### src/rtl/uart_pkg.sv
`timescale 1ns/1ps
`default_nettype none
// ============================================================================
//  Module  : uart_pkg
//  Purpose : Shared UART definitions used by the receive and transmit paths.
//            - rx_state_e : receive FSM state encoding
//            - PAR_EVEN / PAR_ODD : values of the par_typ control input
//            - maj3 : 2-of-3 majority vote used on bit samples
//  Ports   : none (package)
//  Rev     : 1.0  initial release
// ============================================================================
package uart_pkg;

    typedef enum logic [2:0] {
        IDLE   = 3'd0,
        START  = 3'd1,
        DATA   = 3'd2,
        PARITY = 3'd3,
        STOP   = 3'd4
    } rx_state_e;

    localparam logic PAR_EVEN = 1'b0;
    localparam logic PAR_ODD  = 1'b1;

    function automatic logic maj3(input logic a, input logic b, input logic c);
        return (a & b) | (a & c) | (b & c);
    endfunction

endpackage
`default_nettype wire

### src/rtl/uart_rx_deserializer_if.sv
`timescale 1ns/1ps
`default_nettype none
// ============================================================================
//  Module  : uart_rx_deserializer_if
//  Purpose : Bundles the serial line, the per-frame parity controls and the
//            host-side result strobes of the UART receiver.
//  Signals : rx_in      serial line, idle high
//            par_en     1 = frame carries a parity bit
//            par_typ    0 = even, 1 = odd
//            p_data     last good byte
//            data_valid 1-cycle pulse, p_data updated in the same cycle
//            par_err    1-cycle pulse, parity mismatch
//            stp_err    1-cycle pulse, stop bit sampled low
//  Modports: master = line/host driver side, slave = receiver
//  Rev     : 1.0  initial release
// ============================================================================
interface uart_rx_deserializer_if #(
    parameter int DATA_WIDTH = 8
);
    logic                  rx_in;
    logic                  par_en;
    logic                  par_typ;
    logic [DATA_WIDTH-1:0] p_data;
    logic                  data_valid;
    logic                  par_err;
    logic                  stp_err;

    modport master (
        output rx_in, par_en, par_typ,
        input  p_data, data_valid, par_err, stp_err
    );

    modport slave (
        input  rx_in, par_en, par_typ,
        output p_data, data_valid, par_err, stp_err
    );
endinterface
`default_nettype wire

### src/rtl/uart_rx_sampler.sv
`timescale 1ns/1ps
`default_nettype none
// ============================================================================
//  Module  : uart_rx_sampler
//  Purpose : Line front end of the UART receiver. Synchronises rx_in with two
//            flops, runs the per-bit oversample counter while a frame is in
//            progress and majority-votes three samples taken around the bit
//            centre.
//  Ports   : clk, rst  clock / synchronous active-high reset
//            rx_in     asynchronous serial line
//            active    1 while the receiver is inside a frame; 0 holds the
//                      counter at zero
//            rx_s      synchronised line
//            bit_val   voted bit value (valid from bit_rdy onwards)
//            bit_rdy   pulse when the third sample arrives
//            bit_end   last oversample cycle of the bit period
//  Rev     : 1.0  initial release
// ============================================================================
module uart_rx_sampler
    import uart_pkg::*;
#(
    parameter  int OVERSAMPLE = 8,
    localparam int CNT_W      = $clog2(OVERSAMPLE)
) (
    input  wire logic clk,
    input  wire logic rst,
    input  wire logic rx_in,
    input  wire logic active,
    output logic      rx_s,
    output logic      bit_val,
    output logic      bit_rdy,
    output logic      bit_end
);

    localparam int              c_mid     = OVERSAMPLE / 2;
    localparam logic [CNT_W-1:0] c_samp_lo = CNT_W'(c_mid - 1);
    localparam logic [CNT_W-1:0] c_samp_md = CNT_W'(c_mid);
    localparam logic [CNT_W-1:0] c_samp_hi = CNT_W'(c_mid + 1);
    localparam logic [CNT_W-1:0] c_last    = CNT_W'(OVERSAMPLE - 1);

    logic [1:0]       sync_q,     sync_d;
    logic [CNT_W-1:0] edge_cnt_q, edge_cnt_d;
    logic [1:0]       samp_q,     samp_d;     // [0] at centre-1, [1] at centre
    logic             vote_q,     vote_d;
    logic             vote_w;

    assign rx_s = sync_q[1];

    // Third sample is the live synchronised line, so the vote is available
    // in the same cycle it is taken; it is then held for the rest of the bit.
    assign vote_w  = maj3(samp_q[0], samp_q[1], rx_s);
    assign bit_rdy = active && (edge_cnt_q == c_samp_hi);
    assign bit_end = active && (edge_cnt_q == c_last);
    assign bit_val = bit_rdy ? vote_w : vote_q;

    always_comb begin
        sync_d     = {sync_q[0], rx_in};
        edge_cnt_d = '0;
        samp_d     = samp_q;
        vote_d     = vote_q;

        if (active) begin
            edge_cnt_d = (edge_cnt_q == c_last) ? '0 : edge_cnt_q + CNT_W'(1);
            if (edge_cnt_q == c_samp_lo) samp_d[0] = rx_s;
            if (edge_cnt_q == c_samp_md) samp_d[1] = rx_s;
        end
        if (bit_rdy) vote_d = vote_w;
    end

    always_ff @(posedge clk) begin
        if (rst) begin
            sync_q     <= 2'b11;
            edge_cnt_q <= '0;
            samp_q     <= '0;
            vote_q     <= 1'b0;
        end else begin
            sync_q     <= sync_d;
            edge_cnt_q <= edge_cnt_d;
            samp_q     <= samp_d;
            vote_q     <= vote_d;
        end
    end

endmodule
`default_nettype wire

### src/rtl/uart_rx_deserializer.sv
`timescale 1ns/1ps
`default_nettype none
// ============================================================================
//  Module  : uart_rx_deserializer
//  Purpose : UART receive path. Detects the start bit, deserialises LSB-first
//            data, checks optional parity and the stop bit, and reports each
//            frame with a single registered strobe (data_valid, par_err and/or
//            stp_err) one cycle after the stop bit period ends.
//  Ports   : clk  single clock, posedge
//            rst  synchronous active-high reset
//            bus  uart_rx_deserializer_if.slave (rx_in, par_en, par_typ in;
//                 p_data, data_valid, par_err, stp_err out)
//  Rev     : 1.0  initial release
// ============================================================================
module uart_rx_deserializer
    import uart_pkg::*;
#(
    parameter int DATA_WIDTH = 8,
    parameter int OVERSAMPLE = 8
) (
    input  wire logic               clk,
    input  wire logic               rst,
    uart_rx_deserializer_if.slave   bus
);

    localparam int               c_bcnt_w = $clog2(DATA_WIDTH);
    localparam logic [c_bcnt_w-1:0] c_last_bit = c_bcnt_w'(DATA_WIDTH - 1);

    rx_state_e               state_q,      state_d;
    logic [c_bcnt_w-1:0]     bit_cnt_q,    bit_cnt_d;
    logic [DATA_WIDTH-1:0]   shift_q,      shift_d;
    logic                    par_en_q,     par_en_d;
    logic                    par_typ_q,    par_typ_d;
    logic                    par_flag_q,   par_flag_d;
    logic [DATA_WIDTH-1:0]   p_data_q,     p_data_d;
    logic                    data_valid_q, data_valid_d;
    logic                    par_err_q,    par_err_d;
    logic                    stp_err_q,    stp_err_d;

    logic rx_s;
    logic bit_val;
    logic bit_rdy;
    logic bit_end;
    logic active;

    assign active = (state_q != IDLE);

    uart_rx_sampler #(
        .OVERSAMPLE (OVERSAMPLE)
    ) u_sampler (
        .clk     (clk),
        .rst     (rst),
        .rx_in   (bus.rx_in),
        .active  (active),
        .rx_s    (rx_s),
        .bit_val (bit_val),
        .bit_rdy (bit_rdy),
        .bit_end (bit_end)
    );

    always_comb begin
        state_d      = state_q;
        bit_cnt_d    = bit_cnt_q;
        shift_d      = shift_q;
        par_en_d     = par_en_q;
        par_typ_d    = par_typ_q;
        par_flag_d   = par_flag_q;
        p_data_d     = p_data_q;
        data_valid_d = 1'b0;
        par_err_d    = 1'b0;
        stp_err_d    = 1'b0;

        case (state_q)
            IDLE: begin
                // Parity controls are frozen here so mid-frame changes on
                // the inputs cannot affect the frame being received.
                if (!rx_s) begin
                    state_d    = START;
                    bit_cnt_d  = '0;
                    par_en_d   = bus.par_en;
                    par_typ_d  = bus.par_typ;
                    par_flag_d = 1'b0;
                end
            end

            START: begin
                // A start bit that votes high was a line glitch.
                if (bit_end) state_d = bit_val ? IDLE : DATA;
            end

            DATA: begin
                // LSB arrives first, so shifting in at the top leaves the
                // byte correctly ordered after DATA_WIDTH bits.
                if (bit_rdy) shift_d = {bit_val, shift_q[DATA_WIDTH-1:1]};
                if (bit_end) begin
                    if (bit_cnt_q == c_last_bit) begin
                        bit_cnt_d = '0;
                        state_d   = par_en_q ? PARITY : STOP;
                    end else begin
                        bit_cnt_d = bit_cnt_q + c_bcnt_w'(1);
                    end
                end
            end

            PARITY: begin
                // Expected parity bit: XOR of data for even, inverted for odd.
                if (bit_rdy && (bit_val != ((^shift_q) ^ par_typ_q))) par_flag_d = 1'b1;
                if (bit_end) state_d = STOP;
            end

            STOP: begin
                // bit_val still holds the stop-bit vote taken mid-bit.
                if (bit_end) begin
                    state_d = IDLE;
                    if (bit_val && !par_flag_q) begin
                        data_valid_d = 1'b1;
                        p_data_d     = shift_q;
                    end
                    par_err_d = par_flag_q;
                    stp_err_d = !bit_val;
                end
            end

            default: state_d = IDLE;
        endcase
    end

    always_ff @(posedge clk) begin
        if (rst) begin
            state_q      <= IDLE;
            bit_cnt_q    <= '0;
            shift_q      <= '0;
            par_en_q     <= 1'b0;
            par_typ_q    <= PAR_EVEN;
            par_flag_q   <= 1'b0;
            p_data_q     <= '0;
            data_valid_q <= 1'b0;
            par_err_q    <= 1'b0;
            stp_err_q    <= 1'b0;
        end else begin
            state_q      <= state_d;
            bit_cnt_q    <= bit_cnt_d;
            shift_q      <= shift_d;
            par_en_q     <= par_en_d;
            par_typ_q    <= par_typ_d;
            par_flag_q   <= par_flag_d;
            p_data_q     <= p_data_d;
            data_valid_q <= data_valid_d;
            par_err_q    <= par_err_d;
            stp_err_q    <= stp_err_d;
        end
    end

    assign bus.p_data     = p_data_q;
    assign bus.data_valid = data_valid_q;
    assign bus.par_err    = par_err_q;
    assign bus.stp_err    = stp_err_q;

endmodule
`default_nettype wire

### src/flat_wrapper.sv
// flat-port wrapper written by rule: the top's interface ports become plain ports
module uart_rx_deserializer_flat import uart_pkg::*;
#(
    parameter int DATA_WIDTH = 8,
    parameter int OVERSAMPLE = 8
)
  (clk, rst, bus_rx_in, bus_par_en, bus_par_typ, bus_p_data, bus_data_valid, bus_par_err, bus_stp_err);
  uart_rx_deserializer_if #(.DATA_WIDTH(DATA_WIDTH)) bus_i ();
  input  wire logic clk;
  input  wire logic rst;
  input wire logic [$bits(bus_i.rx_in)-1:0] bus_rx_in;
  input wire logic [$bits(bus_i.par_en)-1:0] bus_par_en;
  input wire logic [$bits(bus_i.par_typ)-1:0] bus_par_typ;
  output wire logic [$bits(bus_i.p_data)-1:0] bus_p_data;
  output wire logic [$bits(bus_i.data_valid)-1:0] bus_data_valid;
  output wire logic [$bits(bus_i.par_err)-1:0] bus_par_err;
  output wire logic [$bits(bus_i.stp_err)-1:0] bus_stp_err;
  assign bus_i.rx_in = bus_rx_in;
  assign bus_i.par_en = bus_par_en;
  assign bus_i.par_typ = bus_par_typ;
  assign bus_p_data = bus_i.p_data;
  assign bus_data_valid = bus_i.data_valid;
  assign bus_par_err = bus_i.par_err;
  assign bus_stp_err = bus_i.stp_err;
  uart_rx_deserializer #(.DATA_WIDTH(DATA_WIDTH), .OVERSAMPLE(OVERSAMPLE)) u_core (.clk(clk), .rst(rst), .bus(bus_i));
endmodule
### config.mk
export PLATFORM = sky130hd
export DESIGN_NAME = uart_rx_deserializer_flat
export DESIGN_NICKNAME = d
export VERILOG_FILES = /design/src/rtl/uart_pkg.sv /design/src/rtl/uart_rx_deserializer_if.sv /design/src/rtl/uart_rx_sampler.sv /design/src/rtl/uart_rx_deserializer.sv /design/src/flat_wrapper.sv
export SDC_FILE = /design/constraint.sdc
export NUM_CORES = 1
export LEC_CHECK = 0
export CORE_AREA = 2 2 66 68
export CTS_BUF_LIST = sky130_fd_sc_hd__clkbuf_16
export CTS_CLUSTER_DIAMETER = 50
export CTS_CLUSTER_SIZE = 10
export DETAILED_ROUTE_END_ITERATION = 7
export DIE_AREA = 0 0 68 70
export PLACE_DENSITY = 0.58
export REMOVE_ABC_BUFFERS = 1
export SETUP_SLACK_MARGIN = 0.1
export SYNTH_ARGS = -nofsm -noshare
export SYNTH_HDL_FRONTEND = slang
export SYNTH_SLANG_ARGS = --single-unit
### constraint.sdc
create_clock -name clk -period 2.45 [get_ports clk]
set_input_delay 0.735 -clock clk [delete_from_list [all_inputs] [get_ports clk]]
set_output_delay 0.735 -clock clk [all_outputs]
set_load 0.01 [all_outputs]
# After elaboration in Yosys (flattened, before gate mapping)
# Index checks and enable logic that the tools add are counted.
# totals
rom_bits	0
regBits	36
mem_bits_rw	0
latchBits	0
n_memories	0
word_cells	83
out_inout_bits	11
# op_classes
muxes	18
n_eq_ne	17
multipliers	0
add_sub_neg	2
n_div	0
shift	0
n_reduce_logical	21
bitwise	10
magnitude_cmp	0
# ops
cell	n
3-bit two-way mux	10
3-bit == test (second input constant)	5
3-bit one-hot mux with 5 select lines	1
2-bit by 1-bit inequality test with 1-bit output (second input constant)	6
3-bit by 2-bit == test with 1-bit output (second input constant)	3
3-bit AND reduction	3
2-bit AND reduction	4
8-bit parity	1
3-bit by 1-bit adder with 3-bit output (second input constant)	2
3-bit one-hot mux with 2 select lines	1
6-bit AND reduction	1
3-bit OR reduction	2
1-bit logical AND	4
1-bit two-way mux	4
1-bit NOT	4
2-bit nonzero test	2
1-bit bitwise AND	3
3-bit by 1-bit == test with 1-bit output (second input constant)	1
3-bit logical NOT	1
3-bit nonzero test	1
1-bit logical NOT	2
2-bit two-way mux	1
2-bit inequality test (second input constant)	1
1-bit bitwise OR	2
3 further kinds	3

# Longest topological paths before layout
# Gate-level depths: netlist of the first run.
# logic_depth
depth_word	8
mapped_depth	8
ltp_nobuf	7

# Hierarchy
# Synthesis of the first run repeated with hierarchy kept, for this count alone.
# unflattened
cells_unflattened	168
area_unflattened_um2	1676.6
# by_module_without_submodules
mod	area_each_um2	seq_area_each_um2	instances	cells_each
uart_rx_deserializer	1315.0	560.5	1	133
uart_rx_sampler	361.6	160.2	1	35

# Worst setup path before layout of the first run
# No wires, ideal clock.
# synth_path
kind	register -> register
from	reg u_core.state_q[0]
to	reg u_core.bit_cnt_q[0]
path_slack_ps	757
period_less_slack_ps	1693
arrival_ps	1566
setup_time_ps	128
stages_incl_launch_ff	8
cell_sequence	dfxtp_1 -> buf_6 -> or3_2 -> clkbuf_1 -> nor2_1 -> nor2_1 -> a22oi_1 -> nor2_1
# synth_between
elab_chain_cells	4
# synth_rtl
element	line	source
from (decl)	uart_rx_deserializer.sv:29	rx_state_e state_q, state_d;
from (signal assigned)	uart_rx_deserializer.sv:141	state_q <= state_d;
3-bit nonzero test	uart_rx_deserializer.sv:46	assign active = (state_q != IDLE);
1-bit logical AND	uart_rx_sampler.sv:53	assign bit_end = active && (edge_cnt_q == c_last);
2-bit by 1-bit inequality test with 1-bit output (no line)	--	
3-bit AND reduction (no line)	--	
to (signal assigned)	uart_rx_deserializer.sv:142	bit_cnt_q <= bit_cnt_d;
to (decl)	uart_rx_deserializer.sv:30	logic [c_bcnt_w-1:0] bit_cnt_q, bit_cnt_d;
# Several ways; a longest one is shown, not always the timed one.
# A chain may end at the register's enable or synchronous reset.

# Worst setup path in the final report of the first run
# layout_path
from	reg u_core.u_sampler.edge_cnt_q[0]
to	reg u_core.p_data_q[6], in the netlist u_core.bus.p_data[6]
# layout_between
elab_chain_cells	5
# layout_rtl
element	line	source
from (decl)	uart_rx_sampler.sv:42	logic [CNT_W-1:0] edge_cnt_q, edge_cnt_d;
from (signal assigned)	uart_rx_sampler.sv:78	edge_cnt_q <= edge_cnt_d;
3-bit == test	uart_rx_sampler.sv:52	assign bit_rdy = active && (edge_cnt_q == c_samp_hi);
1-bit logical AND	uart_rx_sampler.sv:52	
1-bit two-way mux	--	
1-bit logical AND	uart_rx_deserializer.sv:115	if (bit_val && !par_flag_q) begin
3-bit AND reduction (no line) (*)	--	
to (signal assigned)	uart_rx_deserializer.sv:147	p_data_q <= p_data_d;
to (decl)	uart_rx_deserializer.sv:35	logic [DATA_WIDTH-1:0] p_data_q, p_data_d;
# Mark *: on every way between the ends. The rest lies on a longest branch, timed or not.

==> results of run 1 <==
## synth_stat cells, drive strengths merged (3+ instances only)
cell type / count / area share (%)
clkbuf: 6 / 1.4
nand2: 4 / 0.96
xnor2: 7 / 3.9
nor2: 40 / 9.6
dfxtp: 36 / 46
buf: 3 / 2.1
a21oi: 5 / 1.6
inv: 5 / 1.2
ha: 7 / 5.6
mux2i: 18 / 11
nand3: 3 / 0.96
## state kept, by name, indices dropped and copies added (netlist names)
register,cells
u_core.par_typ_q,1
u_core.u_sampler.samp_q,2
u_core.bus.par_err,1
u_core.u_sampler.vote_q,1
u_core.state_q,3
u_core.u_sampler.edge_cnt_q,3
u_core.bit_cnt_q,3
u_core.par_flag_q,1
u_core.shift_q,8
u_core.u_sampler.sync_q,2
u_core.bus.p_data,8
u_core.par_en_q,1
u_core.bus.data_valid,1
u_core.bus.stp_err,1
## per-stage QoR
stage	instances	utilization [%]
finish	234	45.9
global route	234	45.9
CTS	234	45.9
detailed placement	226	42.6
global placement	226	42.6
floorplan	156	-
## where the power goes
| part | internal [mW] | switching [mW] | total, mW |
|---|---|---|---|
| clock | 0.365 | 0.214 | 0.579 |
| sequential | 0.616 | 0.0604 | 0.677 |
| combinational | 0.0831 | 0.112 | 0.195 |
## routing by layer
metal | up-vias | track usage, % | part of all wire (%)
li1 | 589 | - | -
met1 | 557 | 16.8 | 44
met4 | 0 | 6.00 | 0.77
met2 | 24 | 21.9 | 50
met3 | 2 | 3.70 | 4.7
met5 | - | 0 | 0
## worst paths after layout
kind	depth (start not counted)	slack, ps	end
worst max register to register	6	470	u_core.bus.p_data[6]
worst max-delay path	6	470	u_core.bus.p_data[6]
worst min register to register	1	410	u_core.u_sampler.sync_q[1]
worst min-delay path	1	410	u_core.u_sampler.sync_q[1]
## critical path, cell delays in order (launching register included)
cell     delay [ps]
dfxtp_1         380
ha_1            200
ha_1            280
nand3_1         170
or3_1           560
mux2i_1         230
nor2_1           50
## area by class of cell
type | count | area [um^2] | area share (%)
Tap cell | 52 | 65.1 | 3.42
Timing Repair Buffer | 18 | 185 | 9.74
Clock buffer | 5 | 125 | 6.58
Sequential cell | 36 | 721 | 37.9
Inverter | 5 | 18.8 | 0.987
Multi-Input combinational cell | 115 | 776 | 40.8
Clock inverter | 3 | 11.3 | 0.592
## cells by family (layout without fill, tap and decap cells)
group / count (synthesis) / count (layout) / share of synthesized area [%]
and+or+nand+nor: 65 / 65 / 18.9
DFF: 36 / 36 / 45.9
muxes: 18 / 18 / 11.5
AOI/OAI and AO/OA: 15 / 15 / 7.72
buffers and inverters: 14 / 31 / 4.78
xor gates and xnor gates: 9 / 9 / 5.02
adders and majority gates: 8 / 8 / 6.21
==> key figures, run 1 <==
Status
  • Outcome: completed

Route
  • Routed Antenna Nets: 0
  • Detailed-route via count: 1172
  • Vias per cell: 5.01
  • Initial DRC Count: 48
  • Wire per inst: 12.2 um
  • # DRC: 0
  • Routed Wire Length: 2850 um
  • Initial DRT Pass Iterations: 4

Worst setup path
  • Worst Path Required: 2610 ps
  • Crit Path Class: flip-flop to flip-flop
  • Critical path launch point: u_core.u_sampler.edge_cnt_q[0]
  • Worst reg2reg path startpoint: u_core.u_sampler.edge_cnt_q[0]
  • CP Capture Type: flip-flop
  • CP max FO: 9
  • Critical Path AT: 2150 ps
  • CP startpoint kind: flip-flop

Power and ir drop
  • Design Power: 1.45 mW
  • Leak: 0.834 nW
  • Power Density: 763 mW/mm^2
  • Maximum VDD drop: 352 uV

CTS
  • Clock tree buffer depth: 2
  • H-tree depth: 2
  • Post-CTS sizing: 0
  • Num CTS Buffers: 5
  • CTS Root Cell: clkbuf_16
  • CTS tree: done
  • Num Clock Sinks: 36
  • Clk_lat worst skew: 270 ps
  • Worst-path clk slew: 50 ps
  • Count of hold-fix buffers inserted at cts: 0
  • Post-CTS setup buffers: 0

Global routing
  • GRT Resource Usage Total: 13.7%
  • Antenna violations before repair: 0
  • Pin count of the biggest net entering global routing: 35
  • First-pass GRT wire length: 4970 um
  • Vias in the first global route: 1107
  • Congestion Overflow GR: 0

Floorplan
  • Area of the core: 0.00414 mm^2
  • Initial core utilization: 37.9%
  • Die height: 70 um
  • Die area: 0.00476 mm^2
  • Die Span X: 68 um
  • I/O pins: 16
  • Rows: 24

STA
  • Slew HR: 60.2%
  • Setup tns final: 0 ps
  • Hold_ws: 410 ps
  • Worst clock skew: 4.42 ps
  • RSZ-0062 raised after global routing: false
  • Final worst-path cycle share: 81.0%
  • Fmax: 0.504 GHz
  • Post-layout min period: 1980 ps
  • Fin. Hold Viols: 0
  • PnR worst setup slack: 467 ps
  • Final setup fails: 0
  • Max-slew violation count: 0
  • Worst-margin pin slew: 595 ps

Placement
  • Pre-CTS setup slack: 455 ps
  • Port bufs: 15
  • DP Wirelength: 2000 um
  • Placed inst area: 0.00177 mm^2
  • GPL Wtd Cong: 0.796

Final layout
  • Commonest non-fill, non-tap cell in the layout: nor2_1
  • Most frequent cells in the layout: nor2_1, dfxtp_1, mux2i_1
  • Layout cells sized above 1: 7.14%
  • Number of diodes: 0
  • Fill cells: 406
  • # nets final: 193
  • P&R area growth vs syn: 21.0%
  • Finished layout cell area: 0.00190 mm^2

Hold path
  • Classification of the worst-slack hold path: flip-flop to flip-flop
  • Hold path start: u_core.u_sampler.sync_q[0]

Yosys
  • Post-synthesis cell type count: 34
  • Synth Cell Area: 0.00157 mm^2
  • Primary FF master, synth: dfxtp_1
  • Yosys warning count: 0
  • Synth Area per Inst: 9.52 um^2
  • Register area share after synthesis: 45.9%
  • Async set-reset flop share out of synthesis: 0%
  • Synthesized instance count: 165
  • FF+latch count, synth: 36
  • Post-synth EDFFs: 0

Run
  • Max_cap viols: 0
Power figures use the tool's default switching activity.
==> inputs of run 2 (changes only) <==
==> constraint.sdc (replaced) <==
create_clock -name clk -period 1.88 [get_ports clk]
set_input_delay 0.564 -clock clk [delete_from_list [all_inputs] [get_ports clk]]
set_output_delay 0.564 -clock clk [all_outputs]
set_load 0.01 [all_outputs]
==> key figures, run 2 (synthesized netlist as in run 1, its figures left out) <==
Status
  • Outcome: completed

Route
  • Routed Wire Length: 3000 um
  • Detailed-route via count: 1166
  • # DRC: 0
  • Initial DRC Count: 83
  • Top layer in use: met4
  • Wire per inst: 12.5 um
  • Routed wire length on met2: 1470 um
  • DRT met1 WL: 1390 um
  • Initial DRT Pass Iterations: 4
  • Vias per cell: 4.86
  • Routed Antenna Nets: 0
  • Met3 routed WL: 132 um

Final layout
  • Number of diodes: 0
  • Layout cells sized above 1: 13.8%
  • # nets final: 199
  • Most frequent cells in the layout: nor2_1, dfxtp_1, mux2i_1
  • Core Util, Final: 47.6%
  • P&R area growth vs syn: 25.6%
  • Finished layout cell area: 0.00197 mm^2
  • Commonest non-fill, non-tap cell in the layout: nor2_1
  • Finished Layout Cells: 240

STA
  • Max-slew violation count: 0
  • RSZ-0062 raised after global routing: true
  • Worst clock skew: 3.11 ps
  • Fin. Hold Viols: 0
  • Slew HR: 74.4%
  • Worst-margin pin slew: 384 ps
  • Fmax: 0.576 GHz
  • Final setup fails: 0
  • PnR worst setup slack: 142 ps
  • Final worst-path cycle share: 92.4%
  • Post-layout min period: 1740 ps

Power and ir drop
  • P_sw: 518 uW
  • Sequential Power Share: 44.6%
  • Internal power: 1.43 mW
  • Leak: 0.850 nW
  • Maximum VDD drop: 641 uV
  • Logic pwr share: 16.8%
  • Design Power: 1.95 mW
  • Switching Fraction: 26.6%
  • Clk pwr share: 38.6%
  • Power Density: 988 mW/mm^2

Worst setup path
  • CP max stage delay: 490 ps
  • CP Capture Type: flip-flop
  • Reg-to-reg endpoint: u_core.bus.p_data[4]
  • Worst Path Required: 2040 ps
  • CP startpoint kind: flip-flop
  • Cell Chain, Critical Path: buf_4 > nor2_1 > nand3_2 > or3_4 > mux2i_2 > nor2_1
  • Reg2reg setup slack: 140 ps
  • Crit path max-delay cell type: or3_4
  • CP max FO: 6
  • Most frequent CP cell: nor2_1
  • Worst reg2reg path startpoint: u_core.state_q[0]
  • Crit Path Class: flip-flop to flip-flop
  • Worst reg2reg path depth: 6
  • Critical Path AT: 1900 ps

Global routing
  • GRT Resource Usage Total: 14.0%
  • Pin count of the biggest net entering global routing: 35
  • Antenna violations before repair: 0
  • First-pass GRT wire length: 5080 um
  • Congestion Overflow GR: 0
  • Vias in the first global route: 1148

Placement
  • GPL Wtd Cong: 0.855
  • Placed inst area: 0.00180 mm^2
  • Placed cell count: 231
  • Port bufs: 15
  • Pre-CTS setup slack: -15.2 ps
  • DP Wirelength: 2010 um

CTS
  • Num Clock Sinks: 36
  • CTS tree: done
  • Clk_lat worst skew: 270 ps
  • CTS Root Cell: clkbuf_16
  • Worst-path clk slew: 50 ps
  • Num CTS Buffers: 5
  • Count of hold-fix buffers inserted at cts: 0
  • Clock tree buffer depth: 2
  • H-tree depth: 2

Run
  • Max_cap viols: 0

Floorplan
  • Rows: 24
  • Area of the core: 0.00414 mm^2
  • Die height: 70 um
  • Die Span X: 68 um
  • Die area: 0.00476 mm^2
  • I/O pins: 16
  • Initial core utilization: 37.9%

Hold path
  • Worst hold endpoint: u_core.u_sampler.sync_q[1]
  • Hold path start: u_core.u_sampler.sync_q[0]
  • Hold depth: 1
  • Classification of the worst-slack hold path: flip-flop to flip-flop
[run 2: cell types whose count changed in the layout (fill, tap and decap cells not counted), moves of 2 or more]
cell,delta
mux2i_1,-2
mux2i_2,+2
buf_4,+5
or3_4,+2
[run 2: what timing repair did]
item	in CTS	in global routing
buffers inserted	0	0
gates resized for setup	1	7
endpoints found under the setup margin	8	13
pin swaps	0	1
gates cloned	0	1
endpoints found under the hold margin	0	0
[run 2: power groups by stage]
stage | Clock [mW] | Sequential [mW] | Combinational (mW)
final | 0.753 | 0.869 | 0.328
after global routing | 0.815 | 0.876 | 0.364
after CTS | 0.771 | 0.865 | 0.322
after detailed placement | 0 | 0.880 | 0.317
after global placement | 0 | 0.878 | 0.307
after floorplan | 0 | 0.877 | 0.188
[run 2: layer usage]
layer  global-route usage, %  up-vias
li1                        -      610
met1                    17.2      531
met2                    22.8       23
met3                    4.83        2
met4                    4.00        0
met5                       0        -
[run 2: how the worst max path moves through the flow]
stage	start	to	slack [ps]
floorplan	u_core.state_q[2]	u_core.bus.p_data[0]	130
global placement	u_core.u_sampler.edge_cnt_q[0]	u_core.bus.p_data[6]	40
detailed placement	u_core.u_sampler.edge_cnt_q[0]	u_core.bus.p_data[4]	-20
CTS	u_core.u_sampler.edge_cnt_q[0]	u_core.bus.p_data[4]	110
global route	u_core.bit_cnt_q[0]	u_core.state_q[0]	30
finish	u_core.state_q[0]	u_core.bus.p_data[4]	140
[run 2: final cells by class]
type                            instances  area, um^2
Clock buffer                            5         125
Tap cell                               52        65.1
Clock inverter                          3        11.3
Multi-Input combinational cell        116         810
Timing Repair Buffer                   23         223
Inverter                                5        18.8
Fill cell                             386        2170
Sequential cell                        36         722
[run 2: stage by stage]
stage / hold WS, ps / TNS [ps]
finish: 410 / 0
global route: 421 / 0
CTS: 415 / 0
detailed placement: 403 / -19.2
global placement: 393 / 0
floorplan: 389 / 0
[run 2: worst max-delay path, delay by kind of cell, from the launching register on]
kind / cells / cell delay, ps
buf+inv: 1 / 190
simple gates: 4 / 860
mux: 1 / 190
flops: 1 / 380
